<file path="config.mk">
export PLATFORM = sky130hd
export DESIGN_NAME = issue_ctrl_flat
export DESIGN_NICKNAME = d
export VERILOG_FILES = /design/src/rtl/issue_ctrl_if.sv /design/src/rtl/issue_ctrl.sv /design/src/flat_wrapper.sv
export SDC_FILE = /design/constraint.sdc
export NUM_CORES = 1
export LEC_CHECK = 0
export ABC_AREA = 1
export CAP_MARGIN = 0
export CORE_UTILIZATION = 38
export CTS_BUF_LIST = sky130_fd_sc_hd__clkbuf_16
export DETAILED_ROUTE_END_ITERATION = 12
export GPL_ROUTABILITY_DRIVEN = 0
export SLEW_MARGIN = 20
export SYNTH_ARGS = -nofsm -noshare
export SYNTH_HDL_FRONTEND = slang
export SYNTH_SLANG_ARGS = --single-unit
</file>
<file path="constraint.sdc">
create_clock -name clk_i -period 5.5 [get_ports clk_i]
set_input_delay 1.375 -clock clk_i [delete_from_list [all_inputs] [get_ports clk_i]]
set_output_delay 1.375 -clock clk_i [all_outputs]
set_load 0.02 [all_outputs]
</file>
<file path="src/rtl/issue_ctrl_if.sv">
// Bundle of the fetch, decoder and execution-resource signals seen by issue_ctrl.
// master = the issue controller, slave = fetch/decoder/execution side.
interface issue_ctrl_if #(
  parameter int CNT_W = 32
);
  logic             instr_valid_i;
  logic             instr_ready_o;
  logic             dec_req_o;
  logic             req_rf_ra_i;
  logic             req_rf_rb_i;
  logic             req_alu_i;
  logic             req_data_i;
  logic             we_data_i;
  logic             req_pc_alu_i;
  logic             rd_we_i;
  logic [4:0]       rf_waddr_i;
  logic             rf_req_o;
  logic             rf_ack_i;
  logic             alu_req_o;
  logic             alu_ack_i;
  logic             lsu_req_o;
  logic             lsu_ack_i;
  logic             lsu_we_o;
  logic             pc_req_o;
  logic             pc_ack_i;
  logic             pc_seq_o;
  logic             wb_req_o;
  logic             wb_ack_i;
  logic             retire_o;
  logic [CNT_W-1:0] retire_cnt_o;
  logic             busy_o;
  logic             err_o;

  modport master (
    input  instr_valid_i, req_rf_ra_i, req_rf_rb_i, req_alu_i, req_data_i,
           we_data_i, req_pc_alu_i, rd_we_i, rf_waddr_i,
           rf_ack_i, alu_ack_i, lsu_ack_i, pc_ack_i, wb_ack_i,
    output instr_ready_o, dec_req_o, rf_req_o, alu_req_o, lsu_req_o, lsu_we_o,
           pc_req_o, pc_seq_o, wb_req_o, retire_o, retire_cnt_o, busy_o, err_o
  );

  modport slave (
    output instr_valid_i, req_rf_ra_i, req_rf_rb_i, req_alu_i, req_data_i,
           we_data_i, req_pc_alu_i, rd_we_i, rf_waddr_i,
           rf_ack_i, alu_ack_i, lsu_ack_i, pc_ack_i, wb_ack_i,
    input  instr_ready_o, dec_req_o, rf_req_o, alu_req_o, lsu_req_o, lsu_we_o,
           pc_req_o, pc_seq_o, wb_req_o, retire_o, retire_cnt_o, busy_o, err_o
  );
endinterface

</file>
<file path="src/rtl/issue_ctrl.sv">
// In-order issue sequencer: accepts one instruction, pulses the decoder, then
// walks RF -> EXEC -> MEM -> PC -> WB over req/ack handshakes and retires.
// All outputs are registered and derived from the next state (Moore).
module issue_ctrl #(
  parameter int CNT_W   = 32,
  parameter int TIMEOUT = 255
) (
  input  logic         clk_i,
  input  logic         rst_ni,
  issue_ctrl_if.master bus
);
  typedef enum logic [3:0] {
    S_IDLE, S_DECODE, S_FLAGS, S_RF, S_EXEC, S_MEM, S_PC, S_WB, S_RETIRE, S_ERROR
  } state_t;

  localparam logic [15:0] TO_LAST = 16'(TIMEOUT - 1);

  state_t           state_reg, state_next;
  logic [15:0]      wait_cnt_reg;
  logic             rf_flag_reg, alu_flag_reg, mem_flag_reg, we_flag_reg;
  logic             pc_flag_reg, wb_flag_reg;
  logic             instr_ready_reg, dec_req_reg, rf_req_reg, alu_req_reg;
  logic             lsu_req_reg, lsu_we_reg, pc_req_reg, pc_seq_reg, wb_req_reg;
  logic             retire_reg, busy_reg, err_reg;
  logic [CNT_W-1:0] retire_cnt_reg;

  // Effective flags: live decoder outputs while in FLAGS, captured copy afterwards.
  logic   need_rf, need_alu, need_mem, need_we, need_pc, need_wb;
  state_t after_flags, after_rf, after_exec, after_mem, after_pc;
  logic   in_req, ack, timeout;

  // Routing to the next needed stage and handshake/timeout status.
  always_comb begin
    if (state_reg == S_FLAGS) begin
      need_rf  = bus.req_rf_ra_i | bus.req_rf_rb_i;
      need_alu = bus.req_alu_i;
      need_mem = bus.req_data_i;
      need_we  = bus.we_data_i;
      need_pc  = bus.req_pc_alu_i;
      need_wb  = bus.rd_we_i && (bus.rf_waddr_i != 5'd0);
    end else begin
      need_rf  = rf_flag_reg;
      need_alu = alu_flag_reg;
      need_mem = mem_flag_reg;
      need_we  = we_flag_reg;
      need_pc  = pc_flag_reg;
      need_wb  = wb_flag_reg;
    end
    after_pc    = need_wb  ? S_WB   : S_RETIRE;
    after_mem   = need_pc  ? S_PC   : after_pc;
    after_exec  = need_mem ? S_MEM  : after_mem;
    after_rf    = need_alu ? S_EXEC : after_exec;
    after_flags = need_rf  ? S_RF   : after_rf;

    in_req = 1'b0;
    ack    = 1'b0;
    case (state_reg)
      S_RF:    begin in_req = 1'b1; ack = bus.rf_ack_i;  end
      S_EXEC:  begin in_req = 1'b1; ack = bus.alu_ack_i; end
      S_MEM:   begin in_req = 1'b1; ack = bus.lsu_ack_i; end
      S_PC:    begin in_req = 1'b1; ack = bus.pc_ack_i;  end
      S_WB:    begin in_req = 1'b1; ack = bus.wb_ack_i;  end
      default: ;
    endcase
    // An ack in the same cycle as the last allowed wait cycle takes precedence.
    timeout = in_req && !ack && (wait_cnt_reg == TO_LAST);
  end

  // Next-state selection.
  always_comb begin
    state_next = state_reg;
    case (state_reg)
      S_IDLE:   if (bus.instr_valid_i && instr_ready_reg) state_next = S_DECODE;
      S_DECODE: state_next = S_FLAGS;
      S_FLAGS:  state_next = after_flags;
      S_RF:     state_next = ack ? after_rf   : (timeout ? S_ERROR : S_RF);
      S_EXEC:   state_next = ack ? after_exec : (timeout ? S_ERROR : S_EXEC);
      S_MEM:    state_next = ack ? after_mem  : (timeout ? S_ERROR : S_MEM);
      S_PC:     state_next = ack ? after_pc   : (timeout ? S_ERROR : S_PC);
      S_WB:     state_next = ack ? S_RETIRE   : (timeout ? S_ERROR : S_WB);
      S_RETIRE: state_next = S_IDLE;
      S_ERROR:  state_next = S_ERROR;
      default:  state_next = S_IDLE;
    endcase
  end

  // State, captured flags, wait counter and registered outputs.
  always_ff @(posedge clk_i or negedge rst_ni) begin
    if (!rst_ni) begin
      state_reg       <= S_IDLE;
      wait_cnt_reg    <= '0;
      rf_flag_reg     <= 1'b0;
      alu_flag_reg    <= 1'b0;
      mem_flag_reg    <= 1'b0;
      we_flag_reg     <= 1'b0;
      pc_flag_reg     <= 1'b0;
      wb_flag_reg     <= 1'b0;
      instr_ready_reg <= 1'b1;
      dec_req_reg     <= 1'b0;
      rf_req_reg      <= 1'b0;
      alu_req_reg     <= 1'b0;
      lsu_req_reg     <= 1'b0;
      lsu_we_reg      <= 1'b0;
      pc_req_reg      <= 1'b0;
      pc_seq_reg      <= 1'b0;
      wb_req_reg      <= 1'b0;
      retire_reg      <= 1'b0;
      busy_reg        <= 1'b0;
      err_reg         <= 1'b0;
      retire_cnt_reg  <= '0;
    end else begin
      state_reg <= state_next;
      if (state_reg == S_FLAGS) begin
        rf_flag_reg  <= need_rf;
        alu_flag_reg <= need_alu;
        mem_flag_reg <= need_mem;
        we_flag_reg  <= need_we;
        pc_flag_reg  <= need_pc;
        wb_flag_reg  <= need_wb;
      end
      if (state_next != state_reg) wait_cnt_reg <= '0;
      else if (in_req)             wait_cnt_reg <= wait_cnt_reg + 16'd1;
      instr_ready_reg <= (state_next == S_IDLE);
      dec_req_reg     <= (state_next == S_DECODE);
      rf_req_reg      <= (state_next == S_RF);
      alu_req_reg     <= (state_next == S_EXEC);
      lsu_req_reg     <= (state_next == S_MEM);
      lsu_we_reg      <= (state_next == S_MEM) && need_we;
      pc_req_reg      <= (state_next == S_PC);
      wb_req_reg      <= (state_next == S_WB);
      retire_reg      <= (state_next == S_RETIRE);
      pc_seq_reg      <= (state_next == S_RETIRE) && !need_pc;
      busy_reg        <= (state_next != S_IDLE);
      if (state_next == S_ERROR)  err_reg <= 1'b1;
      if (state_next == S_RETIRE) retire_cnt_reg <= retire_cnt_reg + 1'b1;
    end
  end

  assign bus.instr_ready_o = instr_ready_reg;
  assign bus.dec_req_o     = dec_req_reg;
  assign bus.rf_req_o      = rf_req_reg;
  assign bus.alu_req_o     = alu_req_reg;
  assign bus.lsu_req_o     = lsu_req_reg;
  assign bus.lsu_we_o      = lsu_we_reg;
  assign bus.pc_req_o      = pc_req_reg;
  assign bus.pc_seq_o      = pc_seq_reg;
  assign bus.wb_req_o      = wb_req_reg;
  assign bus.retire_o      = retire_reg;
  assign bus.retire_cnt_o  = retire_cnt_reg;
  assign bus.busy_o        = busy_reg;
  assign bus.err_o         = err_reg;
endmodule

</file>
<file path="src/flat_wrapper.sv">
// flat-port wrapper written by rule: the top's interface ports become plain ports
module issue_ctrl_flat 
#(
  parameter int CNT_W   = 32,
  parameter int TIMEOUT = 255
)
  (clk_i, rst_ni, bus_instr_valid_i, bus_req_rf_ra_i, bus_req_rf_rb_i, bus_req_alu_i, bus_req_data_i, bus_we_data_i, bus_req_pc_alu_i, bus_rd_we_i, bus_rf_waddr_i, bus_rf_ack_i, bus_alu_ack_i, bus_lsu_ack_i, bus_pc_ack_i, bus_wb_ack_i, bus_instr_ready_o, bus_dec_req_o, bus_rf_req_o, bus_alu_req_o, bus_lsu_req_o, bus_lsu_we_o, bus_pc_req_o, bus_pc_seq_o, bus_wb_req_o, bus_retire_o, bus_retire_cnt_o, bus_busy_o, bus_err_o);
  issue_ctrl_if #(.CNT_W(CNT_W)) bus_i ();
  input  logic clk_i;
  input  logic rst_ni;
  input wire logic [$bits(bus_i.instr_valid_i)-1:0] bus_instr_valid_i;
  input wire logic [$bits(bus_i.req_rf_ra_i)-1:0] bus_req_rf_ra_i;
  input wire logic [$bits(bus_i.req_rf_rb_i)-1:0] bus_req_rf_rb_i;
  input wire logic [$bits(bus_i.req_alu_i)-1:0] bus_req_alu_i;
  input wire logic [$bits(bus_i.req_data_i)-1:0] bus_req_data_i;
  input wire logic [$bits(bus_i.we_data_i)-1:0] bus_we_data_i;
  input wire logic [$bits(bus_i.req_pc_alu_i)-1:0] bus_req_pc_alu_i;
  input wire logic [$bits(bus_i.rd_we_i)-1:0] bus_rd_we_i;
  input wire logic [$bits(bus_i.rf_waddr_i)-1:0] bus_rf_waddr_i;
  input wire logic [$bits(bus_i.rf_ack_i)-1:0] bus_rf_ack_i;
  input wire logic [$bits(bus_i.alu_ack_i)-1:0] bus_alu_ack_i;
  input wire logic [$bits(bus_i.lsu_ack_i)-1:0] bus_lsu_ack_i;
  input wire logic [$bits(bus_i.pc_ack_i)-1:0] bus_pc_ack_i;
  input wire logic [$bits(bus_i.wb_ack_i)-1:0] bus_wb_ack_i;
  output wire logic [$bits(bus_i.instr_ready_o)-1:0] bus_instr_ready_o;
  output wire logic [$bits(bus_i.dec_req_o)-1:0] bus_dec_req_o;
  output wire logic [$bits(bus_i.rf_req_o)-1:0] bus_rf_req_o;
  output wire logic [$bits(bus_i.alu_req_o)-1:0] bus_alu_req_o;
  output wire logic [$bits(bus_i.lsu_req_o)-1:0] bus_lsu_req_o;
  output wire logic [$bits(bus_i.lsu_we_o)-1:0] bus_lsu_we_o;
  output wire logic [$bits(bus_i.pc_req_o)-1:0] bus_pc_req_o;
  output wire logic [$bits(bus_i.pc_seq_o)-1:0] bus_pc_seq_o;
  output wire logic [$bits(bus_i.wb_req_o)-1:0] bus_wb_req_o;
  output wire logic [$bits(bus_i.retire_o)-1:0] bus_retire_o;
  output wire logic [$bits(bus_i.retire_cnt_o)-1:0] bus_retire_cnt_o;
  output wire logic [$bits(bus_i.busy_o)-1:0] bus_busy_o;
  output wire logic [$bits(bus_i.err_o)-1:0] bus_err_o;
  assign bus_i.instr_valid_i = bus_instr_valid_i;
  assign bus_i.req_rf_ra_i = bus_req_rf_ra_i;
  assign bus_i.req_rf_rb_i = bus_req_rf_rb_i;
  assign bus_i.req_alu_i = bus_req_alu_i;
  assign bus_i.req_data_i = bus_req_data_i;
  assign bus_i.we_data_i = bus_we_data_i;
  assign bus_i.req_pc_alu_i = bus_req_pc_alu_i;
  assign bus_i.rd_we_i = bus_rd_we_i;
  assign bus_i.rf_waddr_i = bus_rf_waddr_i;
  assign bus_i.rf_ack_i = bus_rf_ack_i;
  assign bus_i.alu_ack_i = bus_alu_ack_i;
  assign bus_i.lsu_ack_i = bus_lsu_ack_i;
  assign bus_i.pc_ack_i = bus_pc_ack_i;
  assign bus_i.wb_ack_i = bus_wb_ack_i;
  assign bus_instr_ready_o = bus_i.instr_ready_o;
  assign bus_dec_req_o = bus_i.dec_req_o;
  assign bus_rf_req_o = bus_i.rf_req_o;
  assign bus_alu_req_o = bus_i.alu_req_o;
  assign bus_lsu_req_o = bus_i.lsu_req_o;
  assign bus_lsu_we_o = bus_i.lsu_we_o;
  assign bus_pc_req_o = bus_i.pc_req_o;
  assign bus_pc_seq_o = bus_i.pc_seq_o;
  assign bus_wb_req_o = bus_i.wb_req_o;
  assign bus_retire_o = bus_i.retire_o;
  assign bus_retire_cnt_o = bus_i.retire_cnt_o;
  assign bus_busy_o = bus_i.busy_o;
  assign bus_err_o = bus_i.err_o;
  issue_ctrl #(.CNT_W(CNT_W), .TIMEOUT(TIMEOUT)) u_core (.clk_i(clk_i), .rst_ni(rst_ni), .bus(bus_i));
endmodule
</file>
==> out/metrics.cfg, run 1 <==
[clock_network]
post_cts.repair.setup_buffers=0
cts.path.max_buffers=2
ctsResizeCount=0
holdBufCountCts=0
clk_transition_reported_paths_ps=60
cts_root_buf=clkbuf_16
htreeDepth=3
cts_tree=built
clkLatencyLatePin_ps=330
cts.sinks=69
cts_inserted_buffers=9

[finish]
nNetsFinal=641
fillers=1116
fin_area_sq_mm=0.005244
regArea_sq_mm=0.001728
utilization=0.4837
multi_input_area_sq_mm=0.002262
area_delta_synth_final_pct=24.40
largest_reg_flops=32
final_layout_size_suffix_gt1_frac=0.1238
n_antenna_cell=0
final_cells=762

[worst_setup_path]
cp_cell_sequence=clkdlybuf4s50_1 > nor2_1 > nand3_1 > nand3_2 > nand2_2 > nand2_2 > nand2_1 > nand2_1 > nand2_1 > a21oi_4 > nand3_4 > inv_2 > nand3_4 > inv_2 > nand2_1 > o21ai_1
path_delay_family=simple AND/OR/NAND/NOR gates
worstPathArrival_ps=3930
cp_common_cell=nand2_1
crit_path_end_kind=flip-flop
cp.required_ps=5750
crit_type=input port to flip-flop
slowest_delay_ps=540
slowest_stage=inv_2
cp-start-kind=input port
cp_num_buf_inv=3
crit_fanout=35

[floorplanning]
die-height_microns=107.3
coreArea_sq_mm=0.01084
die_area_sq_mm=0.01152
die_w_microns=107.3
start_util=0.3889
placementRows=38
ioPinCount=64

[global_routing]
grt_pass1_vias=3738
grt_max_degree=46
grt_pass1_wl_microns=17170
grt_util_all_layers=0.1908
gr-total-overflow=0
antenna_found_initial=0

[timing]
slew_violations=0
fin_crit_ps=3680
relSlewSlack=0.5675
final_hold_viol_count=0
clock_skew_ps=9.159
final.setup.tns_ps=0
period_share=0.6690
worst_pin_slew_ps=646.5
max_freq_mhz=271.8
hold_ws_ps=494.0
setup_viol=0
setup_slack_ps=1820
rsz0062_at_grt=false

[synthesis]
ys_types=33
synth_warnings=0
synthCells=550
synthTopCellsByArea=dfrtp_1 (40%), nand2_1 (17%), xor2_1 (6.9%), nor2_1 (5.3%), nor2_4 (3.2%)
synth_seq_cells=69
synth_top_area_cell=dfrtp_1
syn_nets=573
ys_seq_area_frac=0.4099
synth_top_area_frac=0.4037
synth_area_sq_mm=0.004215
syn_avg_cell_area_sq_um=7.664

[place]
port-buffer-count=63
dpl.hpwl_microns=7683
placed_cells=747
pre_cts_slack_ps=1416
placed_cell_area_sq_mm=0.004975

[routing]
wl_microns=10150
drcViolationCount=0
firstDrtPassIters=4
drtIter0Drc=109
routedWlPerCell_microns=13.33
ant_nets=0
via_per_inst=4.856
vias=3700

[pwr]
p_leak_nw=2.310
power_mw=2.256
ir_drop_uv=213.4
power.density_mw_per_mm2=430.3

[outcome]
outcome=complete, no violations

[run]
drv_cap=0

[min_path]
min_path_type=flip-flop to flip-flop

## worst paths after layout
kind                                     startpoint                     endpoint  slack (ps)  depth (start not counted)
worst max-delay path              bus_rf_waddr_i[1]  u_core.bus.retire_cnt_o[12]        1820                         16
max in group asynchronous                    rst_ni          u_core.state_reg[1]        3690                          2
worst max register to register  u_core.state_reg[2]  u_core.bus.retire_cnt_o[12]        2460                         15
worst min register to register     u_core.bus.err_o             u_core.bus.err_o         490                          1
min in group asynchronous                    rst_ni          u_core.mem_flag_reg        1040                          1
worst min-delay path               u_core.bus.err_o             u_core.bus.err_o         490                          1
## report_power, final
| group | leakage [nW] | total, mW | internal [mW] | switching (mW) |
|---|---|---|---|---|
| clock network | 0.125 | 0.519 | 0.301 | 0.217 |
| registers | 0.920 | 0.683 | 0.602 | 0.0814 |
| logic | 1.27 | 1.05 | 0.328 | 0.727 |
| total | 2.31 | 2.26 | 1.23 | 1.03 |
## cell usage after synthesis (all sizes together)
| cell | number |
|---|---|
| nor2 | 81 |
| buf | 7 |
| nor4 | 8 |
| a31o | 1 |
| dfrtp | 68 |
| xnor2 | 11 |
| o22ai | 1 |
| a21oi | 1 |
| nor3b | 1 |
| nand3b | 3 |
| xor2 | 33 |
| nand4 | 13 |
| o21ai | 16 |
| nand3 | 28 |
| dfstp | 1 |
| nand2 | 202 |
| nor3 | 23 |
| ha | 3 |
| or2 | 1 |
| a21boi | 1 |
| inv | 47 |
## routing by layer
metal	up-vias	global-route usage	part of all wire
met5	-	0	0
met4	0	0.07241	0.023
met1	1730	0.2345	0.45
li1	1880	-	-
met2	74	0.3313	0.50
met3	16	0.03511	0.031
## cells by family after synthesis
family | Yosys count | synth area share
flops | 69 | 0.4099
xor+xnor | 44 | 0.09142
simple gates | 360 | 0.4072
compound gates | 20 | 0.02909
buf+inv | 54 | 0.05343
fa+ha+maj | 3 | 0.008906
## cell usage in the layout (no fill, tap or decap), drive strengths merged
cell type / instances
a21boi: 1
a21oi: 1
a31o: 1
buf: 2
clkbuf: 9
clkdlybuf4s50: 62
clkinv: 4
clkinvlp: 2
dfrtp: 68
dfstp: 1
ha: 3
inv: 47
nand2: 202
nand3: 28
nand3b: 3
nand4: 13
nor2: 81
nor3: 23
nor3b: 1
nor4: 8
o21ai: 16
o22ai: 1
or2: 1
xnor2: 11
xor2: 33
## area by class of cell
| cell class | instances | share of cell area |
|---|---|---|
| Multi-Input combinational cell | 427 | 0.4314 |
| Sequential cell | 69 | 0.3295 |
| Timing Repair Buffer | 64 | 0.1212 |
| Clock buffer | 9 | 0.04295 |
| Inverter | 47 | 0.03364 |
| Tap cell | 140 | 0.03340 |
| Clock inverter | 6 | 0.007874 |
## worst register-to-register path: cells and delay by family (launching register included)
| kind | cells | cell delay, ps |
|---|---|---|
| and+or+nand+nor | 11 | 1620 |
| buffers and inverters | 2 | 660 |
| DFF | 1 | 440 |
| AOI/OAI and AO/OA | 2 | 250 |
(Power assumes the default switching activity.)
==> inputs of run 2 (changes only) <==
==> constraint.sdc (replaced) <==
create_clock -name clk_i -period 3.12 [get_ports clk_i]
set_input_delay 0.78 -clock clk_i [delete_from_list [all_inputs] [get_ports clk_i]]
set_output_delay 0.78 -clock clk_i [all_outputs]
set_load 0.02 [all_outputs]
==> run 2 against run 1 <==
Core utilization grew 0.77 points. Non-clock buffer count is 4 higher. Sequential share of layout area decreased by 0.52 points. Via count rose by 1.4%. Cell count increased by 0.66%. Die area did not move. First-iteration DRC count grew 61%. Cell area grew 1.6%.
==> out/metrics.cfg, run 2 (same netlist as run 1, synthesis figures left out) <==
[timing]
fin_crit_ps=2610
worst_pin_slew_ps=532.0  ; -114.4 ps
clock_skew_ps=11.20  ; +2.044 ps
slew_violations=0  ; unchanged
rsz0062_at_grt=false
setup_viol=0  ; unchanged
final_hold_viol_count=0  ; unchanged
period_share=0.8365
relSlewSlack=0.6420  ; +0.07454
max_freq_mhz=383.2
final.setup.tns_ps=0  ; unchanged

[global_routing]
use_met3=0.04056  ; +0.005448
grt_util_all_layers=0.1925  ; +0.001675
grt_use_met1=0.2359  ; +0.001452
grt_max_degree=59  ; +28%
grt_pass1_wl_microns=17320  ; +0.84%
busiest_layer=met2
antenna_found_initial=0  ; unchanged
grt_pass1_vias=3774  ; +0.96%
gr-total-overflow=0  ; unchanged
grt_use_met2=0.3355  ; +0.004147

[routing]
drtIter0Drc=176  ; +61%
ant_nets=0  ; unchanged
via_per_inst=4.890  ; +0.72%
drcViolationCount=0  ; unchanged
vias=3751  ; +1.4%
wl_microns=10220  ; +0.62%
firstDrtPassIters=4  ; unchanged
routedWlPerCell_microns=13.32  ; about the same

[clock_network]
holdBufCountCts=0  ; unchanged
cts.sinks=69  ; unchanged
cts.path.max_buffers=2  ; unchanged
clkLatencyLatePin_ps=330  ; about the same
cts_tree=built
clk_transition_reported_paths_ps=50  ; about the same
post_cts.repair.setup_buffers=0  ; unchanged
ctsResizeCount=0  ; unchanged
cts_inserted_buffers=9  ; unchanged
cts_root_buf=clkbuf_16
htreeDepth=3  ; unchanged

[finish]
final_layout_size_suffix_gt1_frac=0.1292  ; +0.005392
n_antenna_cell=0  ; unchanged
layout_commonest_cell=nand2_1
fin_area_sq_mm=0.005328  ; +1.6%
final_cells=767  ; +0.66%
nNetsFinal=645  ; +0.62%
final_cell_mix=nand2_1 (186), dfrtp_1 (68), clkdlybuf4s50_1 (62)
area_delta_synth_final_pct=26.39
largest_reg_flops=32  ; unchanged

[min_path]
min_path_type=input port to asynchronous set/reset pin

[floorplanning]
die-height_microns=107.3  ; unchanged
die_w_microns=107.3  ; unchanged
start_util=0.3889  ; unchanged
ioPinCount=64  ; unchanged
die_area_sq_mm=0.01152  ; unchanged
placementRows=38  ; unchanged
coreArea_sq_mm=0.01084  ; unchanged

[worst_setup_path]
crit_path_end_kind=flip-flop
worstPathArrival_ps=2860  ; -1070 ps
slowest_delay_ps=480  ; -60 ps
cp-start-kind=input port
crit_type=input port to flip-flop
cp.required_ps=3370  ; -2380 ps
cp_common_cell=nand2_1
cp_num_buf_inv=3  ; unchanged
cp_cell_sequence=clkdlybuf4s50_1 > inv_1 > nor3_1 > nor2_2 > nand2_4 > nand2_1 > nand2_1 > nand2_1 > a21oi_4 > nand3_4 > nand2_1 > nand2_1 > nor2_1 > nand2_2 > buf_12 > nor2_1
crit_fanout=16  ; -54%
slowest_stage=clkdlybuf4s50_1
path_delay_family=simple AND/OR/NAND/NOR gates

[pwr]
p_leak_nw=2.364  ; +2.3%
ir_drop_uv=525.6  ; +150%
power.density_mw_per_mm2=778.4  ; +81%

[run]
drv_cap=0  ; unchanged

[place]
dpl.hpwl_microns=7589  ; -1.2%
port-buffer-count=63  ; unchanged
placed_cells=751  ; +0.54%
placed_cell_area_sq_mm=0.005042  ; +1.4%

[outcome]
outcome=complete, no violations

-- run 2: cell count changes in the layout (fill, tap and decap cells not counted) --
cell and delta:
buf_12 +3, buf_2 +1, bufinv_16 +1, clkinv_1 -1
clkinv_2 +2, clkinv_4 -2, clkinvlp_4 -1, inv_1 +2
-- run 2: area by class of cell --
class	instances	area (sq um)
Sequential cell	69	1728
Clock inverter	7	60.06
Inverter	47	176.4
Fill cell	1090	5513
Multi-Input combinational cell	427	2262
Tap cell	140	175.2
Clock buffer	9	225.2
Timing Repair Buffer	68	700.7
-- run 2: through the flow --
stage          power (mW)  utilization  hold slack [ps]  worst slack, ps
6_report            4.147       0.4915            339.0            510.1
5_1_grt             4.436       0.4915            341.8            318.6
4_1_cts             4.184       0.4915            338.3            524.7
3_5_place_dp        3.191       0.4651            498.5            181.1
3_3_place_gp        3.168       0.4651            485.5            223.4
2_1_floorplan       2.604            -            484.4            844.9
-- run 2: path summary, 6_finish.rpt --
path | slack (ps) | end | cells past startpoint | startpoint
max reg2reg | 670 | u_core.wait_cnt_reg[15] | 16 | u_core.state_reg[2]
max | 510 | u_core.wait_cnt_reg[15] | 16 | bus_lsu_ack_i
min | 340 | u_core.wb_flag_reg | 1 | rst_ni
min reg2reg | 500 | u_core.bus.err_o | 1 | u_core.bus.err_o
max in group asynchronous | 2130 | u_core.bus.instr_ready_o | 2 | rst_ni
min in group clk_i | 500 | u_core.bus.err_o | 1 | u_core.bus.err_o
-- run 2: routing by layer --
| layer | wire (microns) | part of all wire |
|---|---|---|
| met4 | 156 | 0.015 |
| met1 | 4575 | 0.45 |
| met3 | 456 | 0.045 |
| met5 | 0 | 0 |
| met2 | 5028 | 0.49 |
-- run 2: report_power, final --
group          internal (mW)  total [mW]  switching, mW
clock network          0.608       0.981          0.373
registers               1.06        1.21          0.146
logic                  0.668        1.96           1.29
==> inputs of run 3 (changes only) <==
==> constraint.sdc (replaced) <==
create_clock -name clk_i -period 2.4 [get_ports clk_i]
set_input_delay 0.6 -clock clk_i [delete_from_list [all_inputs] [get_ports clk_i]]
set_output_delay 0.6 -clock clk_i [all_outputs]
set_load 0.02 [all_outputs]
==> run 3 against run 2 <==
Count of clock-buffer cells in the layout is the same. Clock power grew 42%. Cell count grew 2.7%. Setup slack lost 450 ps. Sequential power grew 31%. First-iteration DRC count grew 13%. Clock skew shrank 5.4 ps. Critical path depth is the same. Largest power group unchanged. Highest routed layer unchanged.
==> out/metrics.cfg, run 3 (same netlist as run 1, synthesis figures left out) <==
[finish]
multi_input_area_sq_mm=0.002337  ; +3.3%
fillers=1065  ; -2.3%
fin_area_sq_mm=0.005620  ; +5.5%
final_cell_mix=nand2_1 (183), dfrtp_1 (64), clkdlybuf4s50_1 (62)
largest_reg_flops=32  ; unchanged
final_layout_size_suffix_gt1_frac=0.1759  ; +0.04674
final_cells=788  ; +2.7%
utilization=0.5185  ; +0.02701
area_delta_synth_final_pct=33.33
n_antenna_cell=0  ; unchanged
nNetsFinal=666  ; +3.3%
layout_commonest_cell=nand2_1
regArea_sq_mm=0.001733  ; +0.29%

[routing]
wl_microns=10810  ; +5.8%
vias=3841  ; +2.4%
drtIter0Drc=199  ; +13%
via_per_inst=4.874  ; -0.33%
ant_nets=0  ; unchanged
firstDrtPassIters=5  ; +1
drcViolationCount=0  ; unchanged
routedWlPerCell_microns=13.72  ; +3.0%

[floorplanning]
coreArea_sq_mm=0.01084  ; unchanged
die-height_microns=107.3  ; unchanged
ioPinCount=64  ; unchanged
die_area_sq_mm=0.01152  ; unchanged
placementRows=38  ; unchanged
start_util=0.3889  ; unchanged
die_w_microns=107.3  ; unchanged

[place]
dpl.hpwl_microns=7788  ; +2.6%
placed_cell_area_sq_mm=0.005160  ; +2.3%
port-buffer-count=63  ; unchanged
placed_cells=765  ; +1.9%

[worst_setup_path]
crit_fanout=16  ; unchanged
worstPathArrival_ps=2590  ; -270 ps
cp-start-kind=input port
cp.required_ps=2650  ; -720 ps
crit_type=input port to flip-flop
crit_path_end_kind=flip-flop

[min_path]
min_path_type=input port to asynchronous set/reset pin

[timing]
final.setup.tns_ps=0  ; unchanged
clock_skew_ps=5.818  ; -5.385 ps
period_share=0.9751
fin_crit_ps=2340
setup_viol=0  ; unchanged
rsz0062_at_grt=true
slew_violations=0  ; unchanged
worst_pin_slew_ps=621.3  ; +89.23 ps
hold_ws_ps=285.5  ; -53.47 ps
relSlewSlack=0.5858  ; -0.05622
final_hold_viol_count=0  ; unchanged
max_freq_mhz=427.3

[clock_network]
clkLatencyLatePin_ps=330  ; about the same
cts_inserted_buffers=9  ; unchanged
cts_tree=built
holdBufCountCts=0  ; unchanged
cts_root_buf=clkbuf_16
cts.sinks=69  ; unchanged
clk_transition_reported_paths_ps=60  ; about the same
cts.path.max_buffers=2  ; unchanged
htreeDepth=3  ; unchanged

[global_routing]
gr-total-overflow=0  ; unchanged
grt_pass1_vias=3881  ; +2.8%
grt_pass1_wl_microns=17450  ; +0.76%
grt_max_degree=46  ; -22%
grt_util_all_layers=0.1939  ; +0.001384
antenna_found_initial=0  ; unchanged

[pwr]
p_leak_nw=2.504  ; +6.0%
ir_drop_uv=783.0  ; +49%
power.density_mw_per_mm2=1063  ; +37%

[run]
drv_cap=0  ; unchanged

[outcome]
outcome=complete, no violations

[run 3: changes by cell type in the layout (fill, tap and decap cells not counted), moves of 2 or more]
| cell | delta |
|---|---|
| clkinv_1 | +2 |
| nand2_4 | +2 |
| nand2_1 | -3 |
| dfrtp_1 | -4 |
| dfrtp_2 | +4 |
| nor2_4 | +5 |
| nor2_1 | -5 |
| buf_4 | +19 |
| clkinv_2 | -3 |
[run 3: cell type report]
type	instances	area share
Timing Repair Buffer	89	0.1581
Tap cell	140	0.03117
Inverter	47	0.03183
Clock inverter	7	0.01469
Clock buffer	9	0.04007
Multi-Input combinational cell	427	0.4159
Sequential cell	69	0.3083
[run 3: repair_timing]
action                                  in CTS  in global routing
endpoints found under the setup margin       0                 53
buffers inserted                             0                  6
gates resized for setup                      0                 23
[run 3: final timing paths]
path,start,endpoint,slack (ps),cells past startpoint
worst min-delay path,rst_ni,u_core.wb_flag_reg,290,1
max in group asynchronous,rst_ni,u_core.state_reg[2],1440,2
worst min register to register,u_core.bus.err_o,u_core.bus.err_o,500,1
min in group clk_i,u_core.bus.err_o,u_core.bus.err_o,500,1
worst max-delay path,bus_lsu_ack_i,u_core.wait_cnt_reg[15],60,16
worst max register to register,u_core.state_reg[3],u_core.wait_cnt_reg[15],120,18
[run 3: per-layer routing]
metal / vias up / part of all wire / track usage
met5: - / 0 / 0
met3: 11 / 0.048 / 0.04600
li1: 1924 / - / -
met4: 0 / 0.013 / 0.04795
met2: 117 / 0.52 / 0.3502
met1: 1789 / 0.42 / 0.2304
[run 3: where the power goes]
| part | internal [mW] | leakage, nW | total (mW) | switching [mW] |
|---|---|---|---|---|
| Combinational | 1.17 | 1.44 | 3.00 | 1.83 |
| Clock | 0.895 | 0.153 | 1.39 | 0.495 |
| Sequential | 1.38 | 0.915 | 1.58 | 0.200 |
| Total | 3.45 | 2.50 | 5.98 | 2.52 |
[run 3: stage by stage]
step / power [mW] / setup WS, ps
floorplan: 3.385 / 280.6
global placement: 4.377 / -200.6
detailed placement: 4.399 / -259.2
CTS: 5.808 / 10.40
global route: 6.341 / -72.74
finish: 5.975 / 59.75
[run 3: worst max-delay path, stage by stage]
cell	delay [ps]
clkdlybuf4s50_1	480
inv_1	60
nor3_2	240
nor2_4	80
nand2_4	100
nand2_1	60
nand2_1	60
nand2_1	100
a21oi_4	160
nand3_4	90
nand2_1	70
nand2_1	50
nor2_2	110
nand2_2	70
buf_12	170
nor2_1	90
==> edit 1: new RTL, config.mk and constraints of run 1 <==
Encoding of `state_t`: now one-hot (10 bits for 10 states).
--- a/src/rtl/issue_ctrl.sv
+++ b/src/rtl/issue_ctrl.sv
@@ -11,4 +11,4 @@
 );
-  typedef enum logic [3:0] {
-    S_IDLE, S_DECODE, S_FLAGS, S_RF, S_EXEC, S_MEM, S_PC, S_WB, S_RETIRE, S_ERROR
+  typedef enum logic [9:0] {
+    S_IDLE = 10'b0000000001, S_DECODE = 10'b0000000010, S_FLAGS = 10'b0000000100, S_RF = 10'b0000001000, S_EXEC = 10'b0000010000, S_MEM = 10'b0000100000, S_PC = 10'b0001000000, S_WB = 10'b0010000000, S_RETIRE = 10'b0100000000, S_ERROR = 10'b1000000000
   } state_t;
Check against the original RTL: no difference found for any inputs over 10 cycles, from zero or initial values and one cycle with rst_ni low; not proved beyond that.
==> edit 1 against run 1 <==
Worst setup slack gained 100 ps. Largest cell class unchanged. Final cell count is 7.5% lower. Wire length fell by 7.1%. Area after synthesis shrank 2.8%. Sequential cell count rose by 6. First-iteration DRC count rose by 65%. Cell area down 2.1%.
Power is not compared: it rests on default switching activity, and its combinational part moved more than twofold at a synthesized area within 25%.
==> edit 1: results (changes against run 1) <==
{| class="wikitable"
! Metric !! Value
|-
| Maximum operating frequency || 279.3 MHz (+2.8%)
|-
| First-pass GRT wire length || 15.93 mm (-7.3%)
|-
| Met3 routed WL || 598 um (+89%)
|-
| Syn nets || 517 (-9.8%)
|-
| Outcome || completed
|-
| Sequential area share after synthesis || 45.86% (+4.9 points)
|-
| Number of nets in the finished design || 587 (-8.4%)
|-
| Critical Path Slowest Stage Cell || sky130_fd_sc_hd__nand2_2
|-
| Worst hold margin || 477.6 ps (-16.38 ps)
|-
| Setup crit end || u_core.wait_cnt_reg[0]$_DFFE_PN0P_
|-
| First-pass detailed-route iteration total || 5 (+1)
|-
| Number of standard cells in the final layout excluding fillers || 705 (-7.5%)
|-
| Routing usage on met2 || 28.99% (-4.1 points)
|-
| Headroom to the max-slew limit || 36.91% (-20 points)
|-
| Cell total after placement || 689 (-7.8%)
|-
| Met1 layer wirelength in the final routing || 4.277 mm (-6.1%)
|-
| Leading cell types by count after synthesis || sky130_fd_sc_hd__nand2_1, sky130_fd_sc_hd__dfrtp_1, sky130_fd_sc_hd__nor2_1, sky130_fd_sc_hd__inv_1, sky130_fd_sc_hd__nand3_1
|-
| Tot GR Track Use || 18.12% (-0.96 points)
|-
| Signal arrival time at the worst endpoint || 3780 ps (-150 ps)
|-
| GR Layer Usage met1 || 24.12% (+0.67 points)
|-
| Layout cells sized above 1 || 11.78% (-0.60 points)
|-
| Via count of the first global-routing pass || 3318 (-11%)
|-
| Met2 WL post-DR || 4.424 mm (-12%)
|-
| Post-detailed-route via-to-cell ratio || 4.928 (+1.5%)
|-
| Setup WS pre-CTS || 1526 ps (+109.3 ps)
|-
| Synth Area in Compound Gates || 3.939% (+1.0 points)
|-
| Share of cell area taken by muxes after synthesis || 0.2748% (+0.27 points)
|-
| Critical hold path startpoint || u_core.bus.retire_cnt_o[31]$_DFFE_PN0N_
|-
| Iteration-0 DRC count of the detailed router || 180 (+65%)
|}
==> edit 1: cell types whose count changed after synthesis, moves of 10 or more <==
cell,delta
sky130_fd_sc_hd__inv_1,+13
sky130_fd_sc_hd__nand3_1,+20
sky130_fd_sc_hd__a21oi_1,+10
sky130_fd_sc_hd__nand2_1,-73
sky130_fd_sc_hd__xor2_1,-14
sky130_fd_sc_hd__nor2_2,+10
sky130_fd_sc_hd__xnor2_1,+13
sky130_fd_sc_hd__nor3_1,-16
==> edit 1: layout make-up <==
type,count,area [sq um]
clock inverter,7,57.56
inverter,53,198.9
timing repair buffer,63,628.1
multi-input combinational,362,1974
sequential,75,1879
clock buffer,9,225.2
tap,136,170.2
fill,1016,5236
==> edit 1: worst max-delay path: cells and delay by family <==
family / cells / cell delay (ps)
buf+inv: 1 / 400
simple gates: 12 / 1580
compound gates: 2 / 420
==> edit 1: logic make-up after synthesis <==
kind of cell | count (synthesis)
compound gates | 24
xor+xnor | 43
fa+ha+maj | 3
buf+inv | 57
flops | 75
mux | 1
simple gates | 291
==> edit 2: new RTL, config.mk and constraints of run 1 <==
Without the edit above. `CNT_W` is set to 32 in 3 places; all go to 64.
--- a/src/rtl/issue_ctrl_if.sv
+++ b/src/rtl/issue_ctrl_if.sv
@@ -3,3 +3,3 @@
 interface issue_ctrl_if #(
-  parameter int CNT_W = 32
+  parameter int CNT_W = 64
 );
--- a/src/rtl/issue_ctrl.sv
+++ b/src/rtl/issue_ctrl.sv
@@ -4,3 +4,3 @@
 module issue_ctrl #(
-  parameter int CNT_W   = 32,
+  parameter int CNT_W   = 64,
   parameter int TIMEOUT = 255
--- a/src/flat_wrapper.sv
+++ b/src/flat_wrapper.sv
@@ -3,3 +3,3 @@
 #(
-  parameter int CNT_W   = 32,
+  parameter int CNT_W   = 64,
   parameter int TIMEOUT = 255
Ports: changed (resized bus_retire_cnt_o); port bits go from 64 to 96. No check against the original RTL was run, so the function may have changed too.
==> edit 2 against run 1 <==
Sequential cell count grew 33. Cell area grew 48%. Wire length grew 79%. Area after synthesis grew 51%. Die area grew 50%. First-iteration DRC count grew to 3.2 times the old value. Power grew 43%. Core utilization shrank 0.25 points. Clock skew shrank 3.8 ps. Worst setup slack gained 71 ps. Worst hold slack lost 0.51 ps. Critical endpoint is now u_core.bus.retire_cnt_o[3]$_DFFE_PN0N_. Largest power group unchanged.
==> edit 2: results (changes against run 1) <==
{| class="wikitable"
! Metric !! Value
|-
| Worst path max stage delay || 480 ps (-60 ps)
|-
| Syn nets || 898 (+57%)
|-
| Outcome || completed
|-
| Met2 WL post-DR || 8.493 mm (+68%)
|-
| Signal arrival time at the worst endpoint || 3870 ps (-60 ps)
|-
| Largest net degree at the start of global routing || 73 (+59%)
|-
| GR Layer Usage met1 || 27.96% (+4.5 points)
|-
| IO Port Bufs || 95 (+51%)
|-
| Xor/xnor share of the synthesized area || 10.21% (+1.1 points)
|-
| Cell total after placement || 1174 (+57%)
|-
| Tot GR Track Use || 21.69% (+2.6 points)
|-
| Clk_lat worst skew || 360 ps (+30 ps)
|-
| Final worst setup slack || 1891 ps (+70.67 ps)
|-
| Synth Area in Compound Gates || 4.771% (+1.9 points)
|-
| Number of flip-flops under the largest register name || 64 (+100%)
|-
| First-pass GRT wire length || 29.17 mm (+70%)
|-
| Area taken by multi-input logic gates || 3322 sq um (+47%)
|-
| Setup WS pre-CTS || 1510 ps (+93.45 ps)
|-
| Post-synthesis share of cell area spent on full adders, half adders and majority gates || 0.5915% (-0.30 points)
|-
| Leading cell types by count after synthesis || sky130_fd_sc_hd__nand2_1, sky130_fd_sc_hd__nor2_1, sky130_fd_sc_hd__dfrtp_1, sky130_fd_sc_hd__inv_1, sky130_fd_sc_hd__xor2_1
|-
| Wire per inst || 15.30 um (+15%)
|-
| Area growth, synth to finish || 22.20%
|-
| Number of nets in the finished design || 992 (+55%)
|-
| Via count || 5913 (+60%)
|-
| First-pass detailed-route iteration total || 5 (+1)
|-
| Via count of the first global-routing pass || 5608 (+50%)
|-
| Placed cell areas || 7472 sq um (+50%)
|-
| Number of multi-input combinational cells in the layout || 665 (+56%)
|-
| Fraction of area in registers || 32.93% (about the same)
|-
| Sequential cell count || 102 (+48%)
|-
| Static Leakage || 0.003224 uW (+40%)
|-
| Worst slew pin tran || 938.3 ps (+291.8 ps)
|}
-- edit 2: cell count changes after synthesis, moves of 9 or more --
cell / run 1 / this run
sky130_fd_sc_hd__xor2_1: 33 / 57
sky130_fd_sc_hd__nor2_4: 12 / 3
sky130_fd_sc_hd__o21ai_1: 9 / 34
sky130_fd_sc_hd__nor2_1: 60 / 110
sky130_fd_sc_hd__dfrtp_1: 68 / 101
sky130_fd_sc_hd__o21ai_0: 6 / 15
sky130_fd_sc_hd__nand2_1: 186 / 269
sky130_fd_sc_hd__nor3_1: 23 / 41
sky130_fd_sc_hd__nand3_1: 22 / 39
sky130_fd_sc_hd__inv_1: 35 / 87
sky130_fd_sc_hd__nand2_2: 12 / 3
sky130_fd_sc_hd__nand4_1: 12 / 29
-- edit 2: power breakdown --
group          switching, uW  internal (uW)  total [uW]
Clock                    312            312         624
Combinational            992            527        1520
Sequential               154            923        1080
-- edit 2: path summary, 6_finish.rpt --
| path | cells after the start | endpoint | start | slack [ps] |
|---|---|---|---|---|
| min in group asynchronous | 1 | u_core.wait_cnt_reg[14]$_DFFE_PN0P_ | rst_ni | 1150 |
| max in group asynchronous | 2 | u_core.bus.instr_ready_o$_DFF_PN1_ | rst_ni | 3330 |
| worst max register to register | 13 | u_core.bus.retire_cnt_o[3]$_DFFE_PN0N_ | u_core.state_reg[2]$_DFF_PN0_ | 2070 |
| worst min-delay path | 1 | u_core.bus.err_o$_DFFE_PN0N_ | u_core.bus.err_o$_DFFE_PN0N_ | 490 |
| worst min register to register | 1 | u_core.bus.err_o$_DFFE_PN0N_ | u_core.bus.err_o$_DFFE_PN0N_ | 490 |
| worst max-delay path | 16 | u_core.bus.retire_cnt_o[3]$_DFFE_PN0N_ | bus_rf_waddr_i[3] | 1890 |
